File: config.mk
export PLATFORM = sky130hd
export DESIGN_NAME = game_fsm
export DESIGN_NICKNAME = d
export VERILOG_FILES = /design/src/rtl/game_pkg.sv /design/src/rtl/round_timer.sv /design/src/rtl/game_fsm.sv
export SDC_FILE = /design/constraint.sdc
export NUM_CORES = 1
export LEC_CHECK = 0
export CAP_MARGIN = 20
export CORE_ASPECT_RATIO = 0.8
export CORE_MARGIN = 3
export CORE_UTILIZATION = 50
export DETAILED_ROUTE_END_ITERATION = 8
export PLACE_DENSITY = 0.73
export SLEW_MARGIN = 20
export SYNTH_ARGS = -nofsm -noshare
export SYNTH_HDL_FRONTEND = slang
export SYNTH_SLANG_ARGS = --single-unit
File: constraint.sdc
create_clock -name clk -period 2.9 [get_ports clk]
set_input_delay 0.435 -clock clk [delete_from_list [all_inputs] [get_ports clk]]
set_output_delay 0.435 -clock clk [all_outputs]
set_load 0.02 [all_outputs]
File: src/rtl/game_pkg.sv
// Shared game definitions: FSM state encoding and score constants used by
// game_fsm and by the frog block.
package game_pkg;

    typedef enum logic [1:0] {
        MENU    = 2'd0,
        PLAYING = 2'd1,
        DEAD    = 2'd2,
        WIN     = 2'd3
    } game_state_e;

    localparam logic [1:0] ST_MENU    = MENU;
    localparam logic [1:0] ST_PLAYING = PLAYING;
    localparam logic [1:0] ST_DEAD    = DEAD;
    localparam logic [1:0] ST_WIN     = WIN;

    localparam logic [13:0] HOME_POINTS = 14'd50;
    localparam logic [13:0] SCORE_MAX   = 14'd9999;

    function automatic logic [13:0] add_home_score(input logic [13:0] score);
        return (score > SCORE_MAX - HOME_POINTS) ? SCORE_MAX : score + HOME_POINTS;
    endfunction

endpackage

File: src/rtl/round_timer.sv
// Per-life countdown: a frame sub-counter that steps time_left down once per
// second, with a reload that restarts the full round time.
module round_timer #(
    parameter int TIME_LIMIT     = 30,
    parameter int FRAMES_PER_SEC = 60
) (
    input  logic       clk,
    input  logic       reset,
    input  logic       reload,
    input  logic       enable,
    output logic [5:0] time_left
);

    localparam int                SUB_W     = (FRAMES_PER_SEC > 1) ? $clog2(FRAMES_PER_SEC) : 1;
    localparam logic [SUB_W-1:0]  SUB_LAST  = SUB_W'(FRAMES_PER_SEC - 1);
    localparam logic [5:0]        TIME_INIT = 6'(TIME_LIMIT);

    logic [SUB_W-1:0] sub_q, sub_d;
    logic [5:0]       time_q, time_d;

    always_comb begin
        sub_d  = sub_q;
        time_d = time_q;
        if (reload) begin
            sub_d  = '0;
            time_d = TIME_INIT;
        end else if (enable) begin
            if (sub_q == SUB_LAST) begin
                sub_d = '0;
                if (time_q != 6'd0) begin
                    time_d = time_q - 6'd1;
                end
            end else begin
                sub_d = sub_q + 1'b1;
            end
        end
    end

    always_ff @(posedge clk) begin
        if (reset) begin
            sub_q  <= '0;
            time_q <= TIME_INIT;
        end else begin
            sub_q  <= sub_d;
            time_q <= time_d;
        end
    end

    assign time_left = time_q;

endmodule

File: src/rtl/game_fsm.sv
// Game flow controller: menu, play, death pause and win, with lives, homes,
// saturating score and the per-life round timer.
module game_fsm
    import game_pkg::*;
#(
    parameter int LIVES          = 3,
    parameter int HOMES          = 5,
    parameter int DEATH_FRAMES   = 60,
    parameter int TIME_LIMIT     = 30,
    parameter int FRAMES_PER_SEC = 60
) (
    input  logic        clk,
    input  logic        reset,
    input  logic        frame_tick,
    input  logic        start_tick,
    input  logic        collision,
    input  logic        reached_end,
    output logic [1:0]  state,
    output logic        respawn,
    output logic [1:0]  lives,
    output logic [2:0]  homes,
    output logic [13:0] score,
    output logic [5:0]  time_left,
    output logic        game_over
);

    localparam int               DEATH_W    = (DEATH_FRAMES > 0) ? $clog2(DEATH_FRAMES + 1) : 1;
    localparam logic [DEATH_W-1:0] DEATH_INIT = DEATH_W'(DEATH_FRAMES);
    localparam logic [1:0]       LIVES_INIT = 2'(LIVES);
    localparam logic [2:0]       HOMES_GOAL = 3'(HOMES);

    logic [1:0]         state_q, state_d;
    logic               respawn_q, respawn_d;
    logic [1:0]         lives_q, lives_d;
    logic [2:0]         homes_q, homes_d;
    logic [13:0]        score_q, score_d;
    logic               game_over_q, game_over_d;
    logic [DEATH_W-1:0] death_q, death_d, death_next;
    logic               reached_q;
    logic               timer_reload;
    logic               arrival;

    round_timer #(
        .TIME_LIMIT     (TIME_LIMIT),
        .FRAMES_PER_SEC (FRAMES_PER_SEC)
    ) u_timer (
        .clk       (clk),
        .reset     (reset),
        .reload    (timer_reload),
        .enable    (frame_tick && (state_q == ST_PLAYING)),
        .time_left (time_left)
    );

    // A frog that just respawned cannot be at a home, so arrivals are ignored
    // for that one cycle; this also keeps respawn from pulsing back to back.
    assign arrival    = reached_end && !reached_q && !respawn_q;
    assign death_next = (frame_tick && (death_q != '0)) ? death_q - 1'b1 : death_q;

    always_comb begin
        state_d      = state_q;
        respawn_d    = 1'b0;
        lives_d      = lives_q;
        homes_d      = homes_q;
        score_d      = score_q;
        game_over_d  = game_over_q;
        death_d      = death_q;
        timer_reload = 1'b0;
        case (state_q)
            ST_MENU: begin
                if (start_tick) begin
                    state_d      = ST_PLAYING;
                    lives_d      = LIVES_INIT;
                    homes_d      = 3'd0;
                    score_d      = 14'd0;
                    game_over_d  = 1'b0;
                    timer_reload = 1'b1;
                    respawn_d    = 1'b1;
                end
            end
            ST_PLAYING: begin
                if (collision || (time_left == 6'd0)) begin
                    state_d = ST_DEAD;
                    lives_d = (lives_q != 2'd0) ? lives_q - 2'd1 : 2'd0;
                    death_d = DEATH_INIT;
                end else if (arrival) begin
                    score_d      = add_home_score(score_q);
                    homes_d      = homes_q + 3'd1;
                    timer_reload = 1'b1;
                    respawn_d    = 1'b1;
                    if (homes_d == HOMES_GOAL) begin
                        state_d = ST_WIN;
                    end
                end
            end
            ST_DEAD: begin
                death_d = death_next;
                if (death_next == '0) begin
                    if (lives_q != 2'd0) begin
                        state_d      = ST_PLAYING;
                        timer_reload = 1'b1;
                        respawn_d    = 1'b1;
                    end else begin
                        state_d     = ST_MENU;
                        game_over_d = 1'b1;
                    end
                end
            end
            ST_WIN: begin
                if (start_tick) begin
                    state_d     = ST_MENU;
                    game_over_d = 1'b0;
                end
            end
            default: state_d = ST_MENU;
        endcase
    end

    always_ff @(posedge clk) begin
        if (reset) begin
            state_q     <= ST_MENU;
            respawn_q   <= 1'b0;
            lives_q     <= LIVES_INIT;
            homes_q     <= 3'd0;
            score_q     <= 14'd0;
            game_over_q <= 1'b0;
            death_q     <= '0;
            reached_q   <= 1'b0;
        end else begin
            state_q     <= state_d;
            respawn_q   <= respawn_d;
            lives_q     <= lives_d;
            homes_q     <= homes_d;
            score_q     <= score_d;
            game_over_q <= game_over_d;
            death_q     <= death_d;
            reached_q   <= reached_end;
        end
    end

    assign state     = state_q;
    assign respawn   = respawn_q;
    assign lives     = lives_q;
    assign homes     = homes_q;
    assign score     = score_q;
    assign game_over = game_over_q;

endmodule

# Word level (Yosys, flattened, before mapping)
# Index checks and enable logic that the tools add are counted.
# word_totals
reg_bits	42
out_inout_bits	29
wordCells	91
# classes
mux	35
n_reduce_logical	24
n_eq_ne	15
magnitude_cmp	1
n_addsub	6
# op_table
operator	count
$mux W14	4
$pmux W14 S2	1
$mux W2	9
$mux W6	3
$add A14 B6 Y14 const B	1
$gt A14 B14 Y1 const B	1
$logic_not A6 Y1	2
$ne A2 B2 Y1 const B	6
$pmux W6 S2	1
$reduce_bool A6 Y1	2
$sub A6 B1 Y6 const B	2
$mux W1	9
$mux W3	3
$pmux W2 S4	1
$reduce_and A4 Y1	2
$reduce_bool A2 Y1	4
$add A6 B1 Y6 const B	1
$eq A6 B6 Y1 const B	1
$pmux W3 S2	1
$reduce_and A3 Y1	2
$reduce_and A5 Y1	1
$eq A2 B2 Y1 const B	2
$logic_and A1 B1 Y1	4
$ne A2 B1 Y1 const B	2
14 further kinds	16

# Longest topological paths before layout
# logic_depth
depth_word	7
mapped_depth	9

# Cells and area by module
# Synthesis repeated with hierarchy kept, for this count alone.
# unflattened
hier_cells	294
hier_area_um2	2534.9
# by_module_without_submodules
mod	n_inst	cells_per_inst	seq_area_each_um2	area_each_um2
game_fsm	1	229	600.6	1939.4
round_timer	1	65	240.2	595.6

# Worst setup path after synthesis
# OpenSTA, ideal clock, no wires.
# synth_path
path_kind	reg-to-reg
from	register death_q[0]
to	register u_timer.time_q[3] (netlist: u_timer.time_left[3])
setup_ns	0.118
period_less_slack_ns	2.293
path_slack_ns	0.607
stages_incl_launch_ff	10
arrival_ns	2.176
path_cell_list	dfxtp_1 > inv_1 > ha_1 > or4b_4 > buf_6 > o2111ai_4 > a21oi_2 > a311o_1 > buf_6 > nand2b_4
# synth_via
elab_chain_cells	7
word_cells_on_any_way	8
# synth_lines
element	line	text
from (decl)	game_fsm.sv:38	logic [DEATH_W-1:0] death_q, death_d, death_next;
from (signal assigned)	game_fsm.sv:135	death_q <= death_d;
branches (longest 2 deep; another with $sub A6 B1 Y6)	-	
$mux W6 (*)	game_fsm.sv:57	assign death_next = (frame_tick && (death_q != '0)) ? death_q - 1'b1 : death_q;
$logic_not A6 Y1 (*)	game_fsm.sv:97	if (death_next == '0) begin
$mux W1 (*)	game_fsm.sv:97	
$pmux W1 S3 (*)	game_fsm.sv:68	case (state_q)
$reduce_or A2 Y1 (no line) (*)	-	
to (signal assigned)	round_timer.sv:45	time_q <= time_d;
to (decl)	round_timer.sv:19	logic [5:0] time_q, time_d;
# Mark *: on every way between the ends.
# A chain may end at the register's enable or synchronous reset.

# Final worst setup path
# layout_path
from	register death_q[0]
to	register u_timer.time_q[1] (netlist: u_timer.time_left[1])
# The elaborated chain is that of the path after synthesis.

==> results.md <==
* Outcome: finished, final reports clean
* Max Root-Sink Buffers at 2
* Antenna violations before repair at 0
* ANT nets after route at 0
* Hold EP: game_over
* Yosys warnings at 0
* Die Y at 71.15 um
* Total core area at 5065 um^2
* Max-Cap Viols at 0
* Slew Viols, Final at 0
* Synth Flop Type: dfxtp_1
* R2R Setup Slk at 290 ps
* Global route overflow at 0
* Number of port buffers at 34
* Area grow syn2layout at 19.34%
* Setup Skew at 6.804 ps
* CP Data Required Time at 3090 ps
* Reg-to-Reg Start: death_q[0]
* Sum Neg Setup Slack at 0 ps
* Commonest non-fill, non-tap cell in the layout: dfxtp_1
* Leakage power at 1.134 nW
* Total Power at 2.167 mW
* CTS Hold Bufs at 0
* Reg2reg end: u_timer.time_left[1]
* Final hold violations at 0
* Largest net degree at the start of global routing at 24
* Netlist cell types at 59
* First-pass GRT wire length at 10830 um
* Drt pass-1 iters at 4
* Post-CTS Setup Bufs at 0
* Starting Density at 52.37%
* Mapped Nets at 343
* Root Buffer: clkbuf_8
* Top-Level Pins at 35
* Worst setup EP type: register
* Most frequent cells in the layout: dfxtp_1, nand2_1, clkdlybuf4s50_1
* Ys async rst share at 0%
* Hold Crit Start: game_over
* Final worst slack at 292.8 ps
* Setup WS pre-CTS at 261.8 ps
* VDD IR max at 0.4216 mV
* Period utilisation layout at 89.90%
* Worst slew pin tran at 622.9 ps
* Slew HR at 57.40%
* Routed via count at 2484
* Clock Sinks at 42
* DRC Markers at 0
* Avg Cell Area, Syn at 8.187 um^2
* Antenna Cells at 0
* Clock Pin Slew Worst Setup and Hold Paths at 80 ps
* Tmin final at 2607 ps
* Worst hold path class: reg2reg
* H-tree depth at 2
* Total Nets Final at 378
* Share of the yosys chip area belonging to registers at 31.70%
* Crit start category: register
* Via density at 5.900
* Routed WL per cell at 15.59 um
* Final setup viols at 0
* Yosys reg bits at 42
* 1st-iter DRT viols at 153
* Vias in the first global route at 2219
* WS Path Type: reg2reg
* Hold depth at 2
* Max Freq at 383.5 MHz
* Layout cells sized above 1 at 9.749%
* Post-Syn Area at 2653 um^2
* Placer's final routability congestion estimate at 0.9493
* Die width at 87.44 um
* WL final at 6564 um
* # rows at 23
* DPL Wire Length at 4696 um
* Worst-path fanout max at 12
* Worst skew pair latency at 300 ps
* Clock buffer count from CTS at 5
* Synthesized instance count at 324
* Pwr per Cell Area at 684.7 nW/um^2
* Die Area at 6221 um^2
* FF-to-FF path depth at 7
* CTS resizes at 0
* GRT Total Usage at 21.80%
* Worst path arrival time at 2800 ps
* Post-synth EDFFs at 0
* CTS tree: built
* Unrepaired setup endpoints after global routing: no
-- cell type report --
class	instances	area, um^2
Fill cell	431	1899
Multi-Input combinational cell	255	1685
Sequential cell	42	840.8
Timing Repair Buffer	42	400.4
Clock buffer	6	82.58
Tap cell	62	77.57
Inverter	13	48.80
Clock inverter	1	30.03
-- report_power, final --
part           internal (mW)  switching, mW
Clock                  0.276          0.201
Combinational          0.381          0.562
Sequential             0.641          0.107
-- worst max-delay path by stage --
| stage | startpoint | endpoint | slack, ps | cells past startpoint |
|---|---|---|---|---|
| 2_1_floorplan | death_q[0] | u_timer.time_left[3] | 610 | 9 |
| 3_3_place_gp | reached_end | score[5] | 330 | 6 |
| 3_5_place_dp | frame_tick | u_timer.time_left[1] | 260 | 7 |
| 4_1_cts | death_q[0] | u_timer.time_left[1] | 290 | 7 |
| 5_1_grt | death_q[0] | u_timer.time_left[1] | 160 | 7 |
| 6_report | death_q[0] | u_timer.time_left[1] | 290 | 7 |
-- cell families after synthesis --
| group | Yosys count | share of synthesized area (%) |
|---|---|---|
| simple gates | 130 | 26.79 |
| compound gates | 94 | 24.39 |
| flops | 42 | 31.70 |
| buf+inv | 27 | 4.764 |
| fa+ha+maj | 13 | 6.132 |
| xor+xnor | 12 | 3.962 |
| mux | 6 | 2.264 |
-- routing by layer --
| layer | part of all wire, % | GRT usage (%) |
|---|---|---|
| met4 | 1.2 | 6.133 |
| met1 | 51 | 33.95 |
| met2 | 42 | 30.52 |
| met5 | 0 | 0 |
| met3 | 5.8 | 3.609 |
-- through the flow --
| step | cell area [um^2] | utilization, % | cells | hold slack, ps |
|---|---|---|---|---|
| floorplan | 2653 | - | 324 | 465.5 |
| global placement | 3053 | 60.28 | 414 | 452.6 |
| detailed placement | 3053 | 60.28 | 414 | 463.3 |
| CTS | 3166 | 62.50 | 421 | 477.6 |
| global route | 3166 | 62.50 | 421 | 507.0 |
| finish | 3166 | 62.50 | 421 | 469.1 |
-- registers in the layout, summed over array words and instances (netlist names) --
signal and flops:
death_q 6, game_over 1, homes 3, lives 2
reached_q 1, respawn 1, score 14, state 2
u_timer.sub_q 6, u_timer.time_left 6
-- critical path, stage by stage (launching register included) --
cell       delay, ps
dfxtp_1          380
inv_1            150
ha_1             240
or4b_4           540
o2111ai_4        240
a21oi_2           90
a311o_1          550
or2_1            300
-- cell usage after synthesis (all sizes together), types with 4 or more instances --
cell type	instances	area (um^2)
inv	13	48.80
or2	4	25.03
nor2b	4	25.02
a21oi	27	142.6
buf	5	43.79
o21ai	22	110.1
a31oi	4	25.02
dfxtp	42	840.8
xor2	7	61.31
nand2b	10	77.58
nor3	8	40.04
nor3b	7	52.55
ha	13	162.7
nand4	4	25.02
nand3	12	60.06
nand2	34	127.6
or3	5	31.28
a22oi	4	30.03
xnor2	5	43.79
nor2	27	118.9
mux2i	6	60.06
a311oi	5	43.79
clkbuf	9	33.78
No activity file was read; power rests on OpenSTA's default activity.
